$ cat config.mk
export PLATFORM = sky130hd
export DESIGN_NAME = present_stream_ctrl
export DESIGN_NICKNAME = d
export VERILOG_FILES = /design/src/rtl/present_pkg.sv /design/src/rtl/present_stream_ctrl.sv
export SDC_FILE = /design/constraint.sdc
export NUM_CORES = 1
export LEC_CHECK = 0
export ABC_AREA = 1
export CAP_MARGIN = 25
export CORE_MARGIN = 2
export CORE_UTILIZATION = 41
export CTS_BUF_LIST = sky130_fd_sc_hd__clkbuf_8
export CTS_CLUSTER_SIZE = 8
export DETAILED_ROUTE_END_ITERATION = 6
export PLACE_DENSITY = 0.81
export SLEW_MARGIN = 20
export SYNTH_ARGS = -nofsm -noshare
export SYNTH_HDL_FRONTEND = slang
export SYNTH_SLANG_ARGS = --single-unit
export TNS_END_PERCENT = 10
$ cat constraint.sdc
create_clock -name clk -period 10.2 [get_ports clk]
set_input_delay 1.02 -clock clk [delete_from_list [all_inputs] [get_ports clk]]
set_output_delay 1.02 -clock clk [all_outputs]
set_load 0.005 [all_outputs]
$ cat src/rtl/present_pkg.sv
// Shared types and constants for the PRESENT word-serial front end.
package present_pkg;

  localparam int PRESENT_BLK_W = 64;
  localparam int PRESENT_KEY_W = 80;
  localparam int WORD_W        = 32;
  // Width of the top key slice carried by the first key word.
  localparam int KEY_TOP_W     = PRESENT_KEY_W - 2 * WORD_W;

  // Header word bit positions.
  localparam int MODE_BIT   = 0;
  localparam int NEWKEY_BIT = 1;

  typedef enum logic [3:0] {
    ST_HDR,
    ST_KEY0,
    ST_KEY1,
    ST_KEY2,
    ST_DAT0,
    ST_DAT1,
    ST_LAUNCH,
    ST_WAIT,
    ST_OUT_HI,
    ST_OUT_LO
  } state_t;

  // States in which an input word may be accepted.
  function automatic logic isInputState(input state_t s);
    return (s == ST_HDR)  || (s == ST_KEY0) || (s == ST_KEY1) ||
           (s == ST_KEY2) || (s == ST_DAT0) || (s == ST_DAT1);
  endfunction

  // States in which a result word is presented.
  function automatic logic isOutputState(input state_t s);
    return (s == ST_OUT_HI) || (s == ST_OUT_LO);
  endfunction

endpackage

$ cat src/rtl/present_stream_ctrl.sv
// Word-serial command front end for a PRESENT-80 core: gathers header, optional
// key and block words, launches one operation, waits for the core, and streams
// the 64-bit result back as two 32-bit words.
module present_stream_ctrl
  import present_pkg::*;
#(
  parameter int TIMEOUT_CYC = 1024
) (
  input  logic                     clk,
  input  logic                     iReset,
  input  logic                     iValid,
  output logic                     oReady,
  input  logic [WORD_W-1:0]        iData,
  output logic                     oValid,
  input  logic                     iReady,
  output logic [WORD_W-1:0]        oData,
  output logic                     oBusy,
  output logic                     oErr,
  output logic [PRESENT_BLK_W-1:0] oCoreDat,
  output logic [PRESENT_KEY_W-1:0] oCoreKey,
  output logic                     oCoreCtrl,
  output logic                     oCoreLoad,
  output logic                     oCoreRst_n,
  input  logic                     iCoreDone,
  input  logic [PRESENT_BLK_W-1:0] iCoreDat
);

  localparam int               CNT_W       = $clog2(TIMEOUT_CYC + 1);
  localparam logic [CNT_W-1:0] TIMEOUT_VAL = CNT_W'(TIMEOUT_CYC);

  state_t                   r_state;
  state_t                   w_stateNext;
  logic                     r_mode;
  logic [PRESENT_KEY_W-1:0] r_key;
  logic [WORD_W-1:0]        r_blkHi;
  logic [WORD_W-1:0]        r_resultLo;
  logic                     r_armed;
  logic [CNT_W-1:0]         r_cnt;

  logic                     w_inHs;
  logic                     w_outHs;
  logic                     w_complete;
  logic                     w_timeout;
  logic [CNT_W-1:0]         w_cntNext;

  // The core shares our reset, inverted to its active-low convention.
  assign oCoreRst_n = ~iReset;

  assign w_inHs     = iValid & oReady;
  assign w_outHs    = oValid & iReady;
  // A done only counts once the core has been seen low during this wait,
  // so a done still high from the previous operation is ignored.
  assign w_complete = r_armed & iCoreDone;
  assign w_cntNext  = r_cnt + CNT_W'(1);
  assign w_timeout  = (w_cntNext == TIMEOUT_VAL);

  // Next-state decode; all outputs are registered from this in the FSM block.
  always_comb begin
    w_stateNext = r_state;
    case (r_state)
      ST_HDR:    if (w_inHs) w_stateNext = iData[NEWKEY_BIT] ? ST_KEY0 : ST_DAT0;
      ST_KEY0:   if (w_inHs) w_stateNext = ST_KEY1;
      ST_KEY1:   if (w_inHs) w_stateNext = ST_KEY2;
      ST_KEY2:   if (w_inHs) w_stateNext = ST_DAT0;
      ST_DAT0:   if (w_inHs) w_stateNext = ST_DAT1;
      ST_DAT1:   if (w_inHs) w_stateNext = ST_LAUNCH;
      ST_LAUNCH: w_stateNext = ST_WAIT;
      ST_WAIT:   if (w_complete || w_timeout) w_stateNext = ST_OUT_HI;
      ST_OUT_HI: if (w_outHs) w_stateNext = ST_OUT_LO;
      ST_OUT_LO: if (w_outHs) w_stateNext = ST_HDR;
      default:   w_stateNext = ST_HDR;
    endcase
  end

  // Control FSM: state, operand assembly, wait/timeout and result streaming.
  always_ff @(posedge clk or posedge iReset) begin
    if (iReset) begin
      r_state    <= ST_HDR;
      r_mode     <= 1'b0;
      r_key      <= '0;
      r_blkHi    <= '0;
      r_resultLo <= '0;
      r_armed    <= 1'b0;
      r_cnt      <= '0;
      oReady     <= 1'b1;
      oValid     <= 1'b0;
      oData      <= '0;
      oBusy      <= 1'b0;
      oErr       <= 1'b0;
      oCoreDat   <= '0;
      oCoreKey   <= '0;
      oCoreCtrl  <= 1'b0;
      oCoreLoad  <= 1'b0;
    end else begin
      r_state   <= w_stateNext;
      oReady    <= isInputState(w_stateNext);
      oValid    <= isOutputState(w_stateNext);
      oBusy     <= (w_stateNext != ST_HDR);
      oCoreLoad <= (w_stateNext == ST_LAUNCH);
      oErr      <= 1'b0;
      case (r_state)
        ST_HDR:  if (w_inHs) r_mode <= iData[MODE_BIT];
        ST_KEY0: if (w_inHs) r_key[PRESENT_KEY_W-1 -: KEY_TOP_W] <= iData[KEY_TOP_W-1:0];
        ST_KEY1: if (w_inHs) r_key[2*WORD_W-1 -: WORD_W] <= iData;
        ST_KEY2: if (w_inHs) r_key[WORD_W-1:0] <= iData;
        ST_DAT0: if (w_inHs) r_blkHi <= iData;
        ST_DAT1: begin
          // Core operands change only here, so they hold steady for the whole
          // operation and the previous key is reused when no key words came.
          if (w_inHs) begin
            oCoreDat  <= {r_blkHi, iData};
            oCoreKey  <= r_key;
            oCoreCtrl <= r_mode;
          end
        end
        ST_LAUNCH: begin
          r_cnt   <= '0;
          r_armed <= 1'b0;
        end
        ST_WAIT: begin
          r_cnt <= w_cntNext;
          if (!iCoreDone) r_armed <= 1'b1;
          if (w_complete) begin
            oData      <= iCoreDat[PRESENT_BLK_W-1 -: WORD_W];
            r_resultLo <= iCoreDat[WORD_W-1:0];
          end else if (w_timeout) begin
            oData      <= '1;
            r_resultLo <= '1;
            oErr       <= 1'b1;
          end
        end
        ST_OUT_HI: if (w_outHs) oData <= r_resultLo;
        ST_OUT_LO: if (w_outHs) oData <= '0;
        default: ;
      endcase
    end
  end

endmodule
### Word level (Yosys, flattened, before mapping)

Cells that the tools add are included.

| storage, ports and cells | value |
|---|---|
| output and inout bits | 183 |
| flip-flop bits (word level) | 343 |

| operators by class | value |
|---|---|
| bitwise operators | 4 |
| equal/unequal tests | 22 |
| mux-type cells | 23 |
| reduce and logical (&&, ||, !) cells | 22 |
| add/subtract/negate cells | 1 |

Operator list:

| operator | count |
|---|---|
| 32-bit two-way mux | 5 |
| 32-bit one-hot mux with 3 select lines | 1 |
| 4-bit one-hot mux with 10 select lines | 1 |
| 4-bit two-way mux | 9 |
| 4-bit by 3-bit == test with 1-bit output (second input constant) | 7 |
| 11-bit one-hot mux with 2 select lines | 1 |
| 4-bit by 2-bit == test with 1-bit output (second input constant) | 4 |
| 4-bit == test (second input constant) | 4 |
| 2-bit AND reduction | 8 |
| 11-bit by 1-bit adder with 11-bit output (second input constant) | 1 |
| 11-bit == test (second input constant) | 1 |
| 4-bit by 1-bit == test with 1-bit output (second input constant) | 2 |
| 4-bit zero test | 2 |
| 1-bit logical OR | 7 |
| 2-bit != test (second input constant) | 3 |
| 1-bit two-way mux | 4 |
| 4-bit AND reduction | 1 |
| 2-bit nonzero test | 2 |
| 4-bit nonzero test | 1 |
| 1-bit bitwise AND | 3 |
| 3-bit two-way mux | 1 |
| 3-bit != test (second input constant) | 1 |
| 3-bit nonzero test | 1 |
| 1-bit one-hot mux with 2 select lines | 1 |
| 1-bit NOT | 1 |

### Depth between registers and ports, before layout

| depth | value |
|---|---|
| depth after elaboration | 11 |
| mapped depth | 16 |
| depth with buffers taken out | 15 |

### Worst setup path after synthesis

Ideal clock, no wire load.

| path | value |
|---|---|
| path kind | input port to output port |
| start point | input iReset |
| end point | output oCoreRst_n |
| data arrival time | 8081 ps |
| path slack | 1099 ps |
| stages on the path | 1 |
| required time | 9180 ps |
| cell sequence | inv_1 |

| between the ends | value |
|---|---|
| word-level cells in the longest chain between the ends | 1 |

Ends and longest elaborated chain:

| item | RTL line | text |
|---|---|---|
| start, declared | present_stream_ctrl.sv:10 | `input logic iReset,` |
| 1-bit NOT | present_stream_ctrl.sv:47 | `assign oCoreRst_n = ~iReset;` |
| end, declared | present_stream_ctrl.sv:23 | `output logic oCoreRst_n,` |

No other way between the ends.

### Final worst setup path

Same ends and word-level chain as after synthesis.

==> impl_metrics.yaml <==
run_status:
  status: "finished, final reports clean"
power_and_ir_drop:
  leakagePower_nw: 8.74
  power_per_cell_area_nw_per_um2: 285
  ir_drop_v: 0.000136
  power_mw: 5.07
sta:
  finalWorstSetupSlack_ns: 6.51
  worstMarginPinSlew_ns: 1.01
  min_period_ns: 3.69
  rsz0062_at_grt: "false"
  setup_viol: 0
  fin_crit_sh_pct: 36.2
  skew_ns: 0.0139
  hold_viol_final: 0
  slew_violations: 0
  slew_headroom_pct: 32.3
  max_freq_mhz: 271
  fin_setup_tns_ns: 0
clock_network:
  postCtsHoldBufs: 0
  cts_resized: 0
  clk_path_buf_depth: 3
  cts_root_buf: "clkbuf_8"
  cts_num_sinks: 343
  cts.clk_slew.worst_paths_ns: 0.06
  post_cts_buffers: 0
  cts_buffers: 56
  cts_tree: "done"
  cts_max_level: 2
  worstSkewPairLatency_ns: 0.58
global_routing:
  antenna_found_initial: 0
  grt-ovfl-total: 0
  track_usage_pct: 21.0
  grt_max_degree: 184
  grt_pass1_vias: 11200
  grt_pass1_wl_um: 57300
yosys:
  syn_area_per_cell_um2: 8.99
  ys_seq_elements: 343
  yosysWarnings: 0
  yosysUniqueCellTypes: 26
  seq_area_frac_synth_pct: 63.6
  synthCells: 1502
  synth_area_um2: 13500
  syn_nets: 1605
drt:
  routed.top_layer: "met4"
  drt_iter0_markers: 799
  wl_met2_um: 16900
  wl_um: 35900
  drc: 0
  vias: 11200
  viasPerCell: 4.96
  wire_per_inst_um: 16.0
  firstDrtPassIters: 5
  met3WireLength_um: 3480
  antenna_left: 0
  wl_met1_um: 14600
worst_setup_path:
  cp_slowest_cell: "clkdlybuf4s50_1"
  path_common_cell: "clkdlybuf4s50_1"
  path_max_fanout: 19
  worst_setup_path_end_kind: "primary output"
  worst-path-buf-inv: 3
  startpoint_type: "input pin"
  crit_family: "buffers and inverters"
  worstPathRequired_ns: 9.18
  worst_ep_arrival_time_ns: 2.67
  slowest_delay_ns: 0.71
  critPathKind: "in -> out"
  crit_chain: "clkdlybuf4s50_1 > clkinvlp_4 > clkdlybuf4s50_1"
placed_design:
  port_buffers: 283
  gp_congestion: 0.850
  dp_slack_ns: 6.46
  hpwl_um: 23100
layout:
  final_common_cell: "nand2_1"
  layout-drive-gt1-share_pct: 5.82
  nFillCells: 2839
  diodes: 0
  final_cell_mix: "nand2_1, dfrtp_1, clkdlybuf4s50_1, o21ai_0, inv_1"
  syn2layout_area_growth_pct: 31.7
  final_nets: 1875
floorplan:
  ioPinCount: 284
  design.core.area_um2: 32500
  die_y_um: 185
  fp.dieArea_um2: 34400
  initial_core_util_pct: 41.6
  row_count: 66
  die_x_um: 185
flow_run:
  drv_cap: 0
min_path:
  holdCritPathClass: "reg -> reg"
==> per-stage QoR <==
stage / hold WS [ns] / instances / utilization, % / area, µm²
floorplan: 0.442 / 1502 / - / 13500
global placement: 0.449 / 2154 / 51.3 / 16700
detailed placement: 0.451 / 2155 / 51.4 / 16700
CTS: 0.465 / 2246 / 54.7 / 17700
global route: 0.490 / 2247 / 54.8 / 17800
finish: 0.458 / 2247 / 54.8 / 17800
==> final timing paths <==
check / end / slack [ns] / start / depth (start not counted)
min reg2reg: oCoreKey[45] / 0.46 / r_key[45] / 2
max reg2reg: oData[24] / 7.19 / r_cnt[1] / 14
min: oCoreKey[45] / 0.46 / r_key[45] / 2
min in group asynchronous: oCoreLoad / 0.82 / iReset / 2
max: oCoreRst_n / 6.51 / iReset / 3
max in group asynchronous: r_key[39] / 8.07 / iReset / 3
==> power breakdown <==
group | switching (mW) | internal, mW | total (mW)
Sequential | 0.321 | 1.94 | 2.26
Clock | 0.521 | 0.627 | 1.15
Combinational | 0.794 | 0.875 | 1.67
==> area by class of cell <==
cell class / count / area [µm²] / area share [%]
Sequential cell: 343 / 8580 / 48.3
Multi-Input combinational cell: 984 / 4230 / 23.8
Timing Repair Buffer: 295 / 2980 / 16.8
Clock buffer: 69 / 950 / 5.34
Tap cell: 442 / 553 / 3.11
Inverter: 92 / 354 / 1.99
Clock inverter: 22 / 119 / 0.669
==> logic make-up (layout without fill, tap and decap cells) <==
group	after synthesis	in the layout	synth area share [%]
AO/OA/AOI/OAI	260	260	9.72
adder cells (fa/ha/maj)	2	2	0.185
buffers and inverters	175	478	5.20
flip-flops	343	343	63.6
AND/OR/NAND/NOR	722	722	21.3
==> per-layer routing <==
metal / GRT usage (%) / vias to the layer above
li1: - / 5300
met1: 26.0 / 5357
met2: 34.5 / 426
met3: 6.61 / 73
met4: 7.71 / 0
met5: 0 / -
==> synthesized netlist by cell type <==
cell | number | area, µm²
nor3b_1 | 1 | 7.51
o21ai_1 | 1 | 5.00
inv_1 | 91 | 342
nor2_2 | 3 | 18.8
nand3_1 | 42 | 210
nand3_2 | 2 | 20.0
nand2_4 | 3 | 33.8
buf_6 | 3 | 33.8
clkinv_1 | 1 | 3.75
ha_1 | 2 | 25.0
a21oi_1 | 33 | 165
o221ai_1 | 1 | 8.76
nand2_2 | 1 | 6.26
nor3_4 | 1 | 16.3
nor3_1 | 34 | 170
o21ai_0 | 220 | 1100
buf_4 | 3 | 22.5
nand2_1 | 609 | 2290
dfstp_2 | 1 | 26.3
clkbuf_1 | 67 | 251
o22ai_1 | 5 | 31.3
buf_2 | 9 | 45.0
buf_1 | 1 | 3.75
dfrtp_1 | 342 | 8560
nand4_1 | 3 | 18.8
nor2_1 | 23 | 86.3
==> flip-flops by register name, summed over array words and instances, names as in the netlist, 4 cells and up <==
| register | cells |
|---|---|
| oCoreDat | 64 |
| oCoreKey | 80 |
| oData | 32 |
| r_blkHi | 32 |
| r_cnt | 11 |
| r_key | 80 |
| r_resultLo | 32 |
| r_state | 4 |
==> worst reg2reg max path: stages (launching register included) <==
cell	delay, ns
dfrtp_1	0.44
ha_1	0.25
nand2_1	0.10
nor2_2	0.18
nand2_1	0.08
nand2_1	0.07
nand2_1	0.08
nor2_1	0.11
nand3_1	0.16
nand2_2	0.13
nand2_4	0.24
nand2_4	0.48
nand2_4	0.33
nand2_1	0.18
nand2_1	0.08
Power figures use the tool's default switching activity.
